<file path="src/rtl/aes_dec_arbiter.sv">
//==============================================================================
// Module   : aes_dec_arbiter
// Purpose  : Two-requester round-robin arbiter in front of one shared AES
//            decrypt core; one block in flight, response returned to its owner.
//            Optional completion counters enabled by AES_DEC_ARB_STATS_EN.
// Revision : 1.0 - initial release
//==============================================================================
`default_nettype none

module aes_dec_arbiter #(
    parameter int CNT_W = 16
) (
    input  logic             clk,
    input  logic             reset,
    input  logic             s0_valid,
    output logic             s0_ready,
    input  logic [127:0]     s0_data,
    input  logic             s1_valid,
    output logic             s1_ready,
    input  logic [127:0]     s1_data,
    output logic             m0_valid,
    input  logic             m0_ready,
    output logic             m1_valid,
    input  logic             m1_ready,
    output logic [127:0]     m_data,
    output logic             core_start,
    input  logic             core_ready,
    output logic [127:0]     core_ciphertext,
    input  logic             core_done,
    input  logic [127:0]     core_plaintext,
    output logic             core_unpack_ready,
    output logic             busy
`ifdef AES_DEC_ARB_STATS_EN
    ,
    output logic [CNT_W-1:0] cnt0,
    output logic [CNT_W-1:0] cnt1
`endif
);

    typedef enum logic [1:0] {
        ST_IDLE  = 2'd0,
        ST_ISSUE = 2'd1,
        ST_WAIT  = 2'd2,
        ST_RESP  = 2'd3
    } state_t;

    state_t       r_state;
    state_t       w_state_nxt;
    logic         r_rr;
    logic         r_owner;
    logic [127:0] r_ct;
    logic [127:0] r_pt;

    logic         w_grant;
    logic         w_accept;
    logic         w_resp_hs;

    generate
        if (CNT_W < 1) begin : g_cnt_w_bad
            $error("aes_dec_arbiter: CNT_W must be at least 1");
        end
    endgenerate

    // Grant: a lone requester wins; a tie is settled by the round-robin pointer.
    always_comb begin
        w_grant = 1'b0;
        if (s0_valid && s1_valid) begin
            w_grant = r_rr;
        end else if (s1_valid) begin
            w_grant = 1'b1;
        end
    end

    // Reset gates acceptance so the ready outputs read zero while reset is held.
    assign w_accept  = (r_state == ST_IDLE) && core_ready && (s0_valid || s1_valid) && !reset;
    assign w_resp_hs = (r_state == ST_RESP) && (r_owner ? m1_ready : m0_ready);

    always_comb begin
        w_state_nxt = r_state;
        case (r_state)
            ST_IDLE:  if (w_accept)  w_state_nxt = ST_ISSUE;
            ST_ISSUE:                w_state_nxt = ST_WAIT;
            ST_WAIT:  if (core_done) w_state_nxt = ST_RESP;
            ST_RESP:  if (w_resp_hs) w_state_nxt = ST_IDLE;
            default:                 w_state_nxt = ST_IDLE;
        endcase
    end

    always_ff @(posedge clk or posedge reset) begin
        if (reset) begin
            r_state <= ST_IDLE;
            r_rr    <= 1'b0;
            r_owner <= 1'b0;
            r_ct    <= '0;
            r_pt    <= '0;
        end else begin
            r_state <= w_state_nxt;
            if (w_accept) begin
                r_ct    <= w_grant ? s1_data : s0_data;
                r_owner <= w_grant;
            end
            if ((r_state == ST_WAIT) && core_done) begin
                r_pt <= core_plaintext;
            end
            if (w_resp_hs) begin
                r_rr <= ~r_owner;
            end
        end
    end

    assign s0_ready          = w_accept && !w_grant;
    assign s1_ready          = w_accept &&  w_grant;
    assign m0_valid          = (r_state == ST_RESP) && !r_owner;
    assign m1_valid          = (r_state == ST_RESP) &&  r_owner;
    assign m_data            = r_pt;
    assign core_start        = (r_state == ST_ISSUE);
    assign core_ciphertext   = r_ct;
    assign core_unpack_ready = (r_state == ST_WAIT);
    assign busy              = (r_state != ST_IDLE);

`ifdef AES_DEC_ARB_STATS_EN
    logic [CNT_W-1:0] r_cnt0;
    logic [CNT_W-1:0] r_cnt1;

    // Completion counters stick at all-ones rather than wrapping.
    always_ff @(posedge clk or posedge reset) begin
        if (reset) begin
            r_cnt0 <= '0;
            r_cnt1 <= '0;
        end else begin
            if (m0_valid && m0_ready && (r_cnt0 != {CNT_W{1'b1}})) begin
                r_cnt0 <= r_cnt0 + CNT_W'(1);
            end
            if (m1_valid && m1_ready && (r_cnt1 != {CNT_W{1'b1}})) begin
                r_cnt1 <= r_cnt1 + CNT_W'(1);
            end
        end
    end

    assign cnt0 = r_cnt0;
    assign cnt1 = r_cnt1;
`endif

endmodule

`default_nettype wire
</file>
<file path="config.mk">
export PLATFORM = sky130hd
export DESIGN_NAME = aes_dec_arbiter
export DESIGN_NICKNAME = d
export VERILOG_FILES = /design/src/rtl/aes_dec_arbiter.sv
export SDC_FILE = /design/constraint.sdc
export NUM_CORES = 1
export LEC_CHECK = 0
export BUFFER_PORTS_ARGS = -buffer_cell sky130_fd_sc_hd__buf_2
export CORE_AREA = 2 2 257 259
export CTS_CLUSTER_DIAMETER = 60
export DETAILED_ROUTE_END_ITERATION = 8
export DIE_AREA = 0 0 259 261
export GPL_ROUTABILITY_DRIVEN = 0
export HOLD_SLACK_MARGIN = 0.08
export PLACE_DENSITY = 0.47
export SLEW_MARGIN = 20
export SYNTH_ARGS = -nofsm -noshare
export SYNTH_HDL_FRONTEND = slang
export SYNTH_SLANG_ARGS = --single-unit
</file>
<file path="constraint.sdc">
create_clock -name clk -period 11.4 [get_ports clk]
set_input_delay 2.28 -clock clk [delete_from_list [all_inputs] [get_ports clk]]
set_output_delay 2.28 -clock clk [all_outputs]
set_load 0.01 [all_outputs]
</file>
==> results of run 1 <==
[metal layers]
| metal | GRT usage (%) | wire length, µm | vias to the layer above |
|---|---|---|---|
| li1 | - | - | 4001 |
| met1 | 12.0 | 14800 | 4273 |
| met2 | 18.5 | 18800 | 466 |
| met3 | 4.42 | 4090 | 61 |
| met4 | 4.29 | 1380 | 4 |
| met5 | 0 | 27 | - |
[metrics by stage]
stage	instance area [µm²]	instances
after CTS	15900	2260
after global routing	15900	2262
final	15900	2265
after detailed placement	14700	2202
after global placement	14700	2202
after floorplan	10600	730
[cell usage after synthesis (2+ instances only)]
master / number / area [µm²]
buf_2: 30 / 150
o21ai_0: 3 / 15.0
dfrtp_1: 260 / 6510
a221o_1: 128 / 1280
nand2_1: 4 / 15.0
nor2_1: 2 / 7.51
ha_1: 4 / 50.1
buf_4: 24 / 180
mux2_2: 129 / 1450
inv_1: 5 / 18.8
nor2b_1: 129 / 807
[worst paths after layout]
check,start,to,cells after the start
worst max-delay path,reset,s0_ready,4
worst min-delay path,m_data[29]$_DFFE_PP0P_,m_data[29]$_DFFE_PP0P_,1
worst max register to register,r_state[0]$_DFFE_PP0P_,core_ciphertext[49]$_DFFE_PP0N_,8
worst min register to register,m_data[29]$_DFFE_PP0P_,m_data[29]$_DFFE_PP0P_,1
max in group asynchronous,reset,core_ciphertext[59]$_DFFE_PP0N_,4
min in group asynchronous,reset,r_owner$_DFFE_PP0N_,2
[state kept, by name (all words and copies together), names as in the netlist]
name / cells
core_ciphertext: 128
m_data: 128
r_owner: 1
r_rr: 1
r_state: 2
[critical path: stages]
cell      delay, ps
buf_2           140
nand3b_4        220
a211oi_4        230
buf_2           160
[layout make-up]
cell class | instances | area [µm²] | share of cell area (%)
Inverter | 6 | 30.0 | 0.189
Clock inverter | 12 | 220 | 1.38
Clock buffer | 46 | 967 | 6.08
Tap cell | 864 | 1080 | 6.79
Sequential cell | 260 | 6510 | 40.9
Antenna cell | 5 | 12.5 | 0.0786
Timing Repair Buffer | 664 | 3350 | 21.0
Multi-Input combinational cell | 408 | 3740 | 23.5
[logic make-up after synthesis]
kind of cell	count (synthesis)	share of synthesized area, %
buffers and inverters	62	3.40
multiplexers	130	13.8
adder cells (fa/ha/maj)	4	0.473
AND/OR/NAND/NOR	138	8.15
AO/OA/AOI/OAI	136	12.7
flip-flops	260	61.5
[power by group through the flow]
stage          sequential (mW)  clock (mW)  combinational [mW]
2_1_floorplan             1.80           0               0.719
3_3_place_gp              1.61           0                1.65
3_5_place_dp              1.61           0                1.67
4_1_cts                   1.61        1.19                1.67
5_1_grt                   1.67        1.22                1.78
6_report                  1.61        1.14                1.63
==> results.md, run 1 <==
- Status: completed
- Highest ir drop seen on vdd: 115 µV
- Root buffer cell: clkbuf_16
- Final setup viols: 0
- Dpl hpwl: slightly below 30000 µm
- Syn Nets: between 1000 and 1500
- Total Nets Final: 1770
- H-tree Lvls: 2
- Worst path arrival time: about 3000 ps
- Sequential fraction of the synthesis area: between 60 and 70%
- GRT overflow: 0
- Antenna violations before repair: 6
- Setup bufs post-CTS: 0
- Io pins: roughly 660
- Logic pwr share: between 30% and 40%
- Max cap viols: 0
- Fillers: between 6000 and 7000
- Tot Pwr: between 4 and 5 mW
- Slew @ Worst Pin: between 900 and 1000 ps
- Die Y: about 260 µm
- Vias per Instance: a little under 4
- Cell-internal power: around 3 mW
- Final worst setup slack: 6080 ps
- Ys flop type: dfrtp_1
- CP required: a little over 9000 ps
- Clock sink count: 260
- Slew headroom: 37.7%
- IO buf count: between 600 and 700
- Synthesized instance count: 730
- CTS Buffer Depth: 3
- Period utilisation layout: 46.6%
- Routed WL: slightly below 40000 µm
- Post-CTS Resized: 0
- First-pass GRT wire length: approximately 56000 µm
- Total GRT Usage: ~11%
- Via count: 8805
- Post-Synthesis Cell Area: approximately 11000 µm²
- WL/cell: about 17 µm
- Hold Buf Count CTS: 0
- FFs w/ async S/R, synth: between 90% and 100%
- Leading cell type in the layout, fill and taps excluded: buf_2
- Most frequent cells in the layout: buf_2, dfrtp_1, mux2_2, nor2b_1, a221o_1
- Pin count of the biggest net entering global routing: 78
- Max-slew violation count: 0
- Post-route minimum period: between 5000 and 6000 ps
- CTS tree: built
- Max Clock Skew: about 16 ps
- Setup CP Type: input pin to output port
- CP Max Fanout: 5
- Core area: between 60000 and 70000 µm²
- Cts bufs inserted: 34
- Layout cells sized above 1: between 60% and 70%
- Initial Util: between 10% and 20%
- Die Area: slightly below 70000 µm²
- R2r setup slk: approximately 8300 ps
- Clk pin slew, worst setup/hold paths: about 60 ps
- Clock share of power: a little over a quarter
- Fmax: roughly 190 MHz
- Clock Latency Late Sink: approximately 520 ps
- First-pass DRT Iterations: 4
- Worst slack, placed: just over 6000 ps
- DR iter-0 viols: around 380
- PD cells: ~280 nW/µm²
- Final core occ: 24.5%
- Startpoint Class: input pin
- Final setup TNS: 0 ps
- Syn Area/Cell: about 14 µm²
- DRC: 0
- Psw: between 1 and 1.5 mW
- Final ANT Viol Nets: 0
- Synthesis warning total: 0
- Hold WC Path Type: register to register
- Hold Slack: 497 ps
- Leakage Power: ~8.0 nW
- Switching share of power: between 30% and 40%
- Post-synthesis cell type count: 23
- Row count: 94
- Number of synthesized register bits: between 200 and 300
- RSZ-0062 raised after global routing: false
- Critical Path End Type: output port
- Sequential share of power: a little under two fifths
- Vias in the first global route: between 9000 and 10000
- Die width: around 260 µm
- Final hold violations: 0
- Layout area overhead: 50.3%
- Post-synth EDFFs: 0
Note: power is estimated with default switching activity, not from simulation.
==> run 2, diff against run 1 <==
CORE_AREA = 2 2 253 255   (was 2 2 257 259)
DIE_AREA = 0 0 255 257   (was 0 0 259 261)
PLACE_DENSITY = 0.49   (was 0.47)
clock period = 4.3 ns   (was 11.4 ns; I/O delays follow)
==> run 2 against run 1 <==
Net effect:
- wire length shrank 5.0%
- cell count shrank 0.62%
- sequential power grew to 2.6 times the previous value
- register-to-register slack lost 6500 ps
- core utilization grew 0.75 points
- clock power grew 120%
- sequential cell count is the same
- final area shrank 0.60%
- worst setup slack lost 4600 ps
- global-route usage shrank 0.27 points
- critical path type is now register to output port
==> results.md, run 2 (synthesis gave the netlist of run 1 again) <==
- Layout cells sized above 1: 61.1% (about the same)
- GRT overflow: 0 (unchanged)
- Period utilisation layout: 66.1%
- Hold Slack: 349 ps (-148 ps)
- Die Y: 257 µm (-1.5%)
- Max Clock Skew: 13.1 ps (-2.69 ps)
- WL/cell: 16.5 µm (-4.4%)
- RR Startpoint: r_state[0]$_DFFE_PP0P_
- Root buffer cell: clkbuf_16
- Total GRT Usage: 10.6% (-0.27 points)
- IO buf count: 654 (unchanged)
- Max cap viols: 0 (unchanged)
- Worst path arrival time: 1980 ps (-1060 ps)
- Final setup TNS: 0 ps (unchanged)
- Clock sink count: 260 (unchanged)
- R2r setup slk: 1800 ps (-6540 ps)
- First-pass DRT Iterations: 5 (+1)
- Status: completed
- Most frequent cells in the layout: buf_2, dfrtp_1, mux2_2, nor2b_1, a221o_1
- Final ANT Viol Nets: 0 (unchanged)
- Slew headroom: 45.4% (+7.7 points)
- R2R cell count: 7 (-1)
- Critical Path End Type: output port
- Via count: 8764 (-0.47%)
- DRC: 0 (unchanged)
- Highest ir drop seen on vdd: 257 µV (+120%)
- Hold WC Path Type: input pin to async pin
- Vias per Instance: 3.89 (+0.15%)
- Setup bufs post-CTS: 0 (unchanged)
- Layout area overhead: 49.4%
- Max-slew violation count: 0 (unchanged)
- Finished Layout Cells: 2251 (-0.62%)
- CP required: 3440 ps (-5680 ps)
- Pin count of the biggest net entering global routing: 129 (+65%)
- H-tree Lvls: 1 (-1)
- Final worst setup slack: 1460 ps (-4630 ps)
- Hold Buf Count CTS: 0 (unchanged)
- PD cells: 699 nW/µm² (+150%)
- Cts bufs inserted: 30 (-12%)
- DR iter-0 viols: 361 (-4.7%)
- Leading cell type in the layout, fill and taps excluded: buf_2
- Initial Util: 16.9% (+0.60 points)
- Final setup viols: 0 (unchanged)
- Antenna violations before repair: 4 (-2)
- Worst slack, placed: 1500 ps (-4580 ps)
- CTS tree: built
- Slew @ Worst Pin: 819 ps (-115 ps)
- Core area: 62700 µm² (-3.5%)
- RSZ-0062 raised after global routing: false
- Post-route minimum period: ~2800 ps
- Row count: 92 (-2.1%)
- Tot Pwr: 11.1 mW (+150%)
- Post-CTS Resized: 0 (unchanged)
- Die width: 255 µm (-1.5%)
- CP Max Fanout: 5 (unchanged)
- Die Area: 65500 µm² (-3.1%)
- Setup CP Type: register to output port
- Fmax: around 350 MHz
- Vias in the first global route: 9283 (-0.82%)
- Dpl cells: 2194 (-0.36%)
- Dpl hpwl: 27600 µm (-5.4%)
- FF-to-FF End: core_ciphertext[44]$_DFFE_PP0N_
- Leakage Power: 7.92 nW (-0.41%)
- Io pins: 655 (unchanged)
- First-pass GRT wire length: 54200 µm (-3.6%)
- CTS Buffer Depth: 3 (unchanged)
- Final hold violations: 0 (unchanged)
- Clock Latency Late Sink: 570 ps (+50 ps)
- Clk pin slew, worst setup/hold paths: 60 ps (about the same)
- Startpoint Class: register
- Routed WL: 37200 µm (-5.0%)
- Total Nets Final: 1776 (+0.34%)
==> run 2: worst max-delay path by stage <==
| stage | cells past startpoint | from | endpoint |
|---|---|---|---|
| 2_1_floorplan | 1 | reset | core_ciphertext[0]$_DFFE_PP0N_ |
| 3_3_place_gp | 6 | reset | core_ciphertext[58]$_DFFE_PP0N_ |
| 3_5_place_dp | 6 | reset | core_ciphertext[83]$_DFFE_PP0N_ |
| 4_1_cts | 5 | r_state[0]$_DFFE_PP0P_ | s0_ready |
| 5_1_grt | 5 | r_state[0]$_DFFE_PP0P_ | s0_ready |
| 6_report | 5 | r_state[0]$_DFFE_PP0P_ | s0_ready |
==> run 2: final cells by class <==
cell class                 instances  area (µm²)
clock buffer                      45         888
inverter                           6        26.3
antenna                            3        7.51
multi-input combinational        408        3740
clock inverter                     9        72.6
tap                              846        1060
sequential                       260        6510
timing repair buffer             674        3510
fill                            6631       46900
==> run 2: critical path, stage by stage, from the launching register on <==
cell,delay [ps]
dfrtp_1,400
inv_1,100
ha_1,270
nand3b_4,160
a211oi_4,290
buf_2,180
==> run 2: layer usage <==
| layer | vias to the layer above | wire length [µm] | part of all wire [%] | global-route usage, % |
|---|---|---|---|---|
| li1 | 4006 | - | - | - |
| met1 | 4282 | 13500 | 36 | 11.3 |
| met2 | 427 | 19500 | 52 | 19.8 |
| met3 | 47 | 3350 | 9.0 | 2.98 |
| met4 | 2 | 875 | 2.4 | 3.28 |
| met5 | - | 13 | 0.035 | 0 |
==> run 2: metrics by stage <==
stage | util (%) | cell area (µm²)
finish | 25.2 | 15800
global route | 25.2 | 15800
CTS | 25.2 | 15800
detailed placement | 23.7 | 14800
global placement | 23.7 | 14800
floorplan | - | 10600
==> run 2: where the power goes <==
group / switching [mW] / total [mW] / internal, mW
clock network: 1.02 / 2.50 / 1.47
registers: 0.601 / 4.24 / 3.64
logic: 2.06 / 4.32 / 2.25
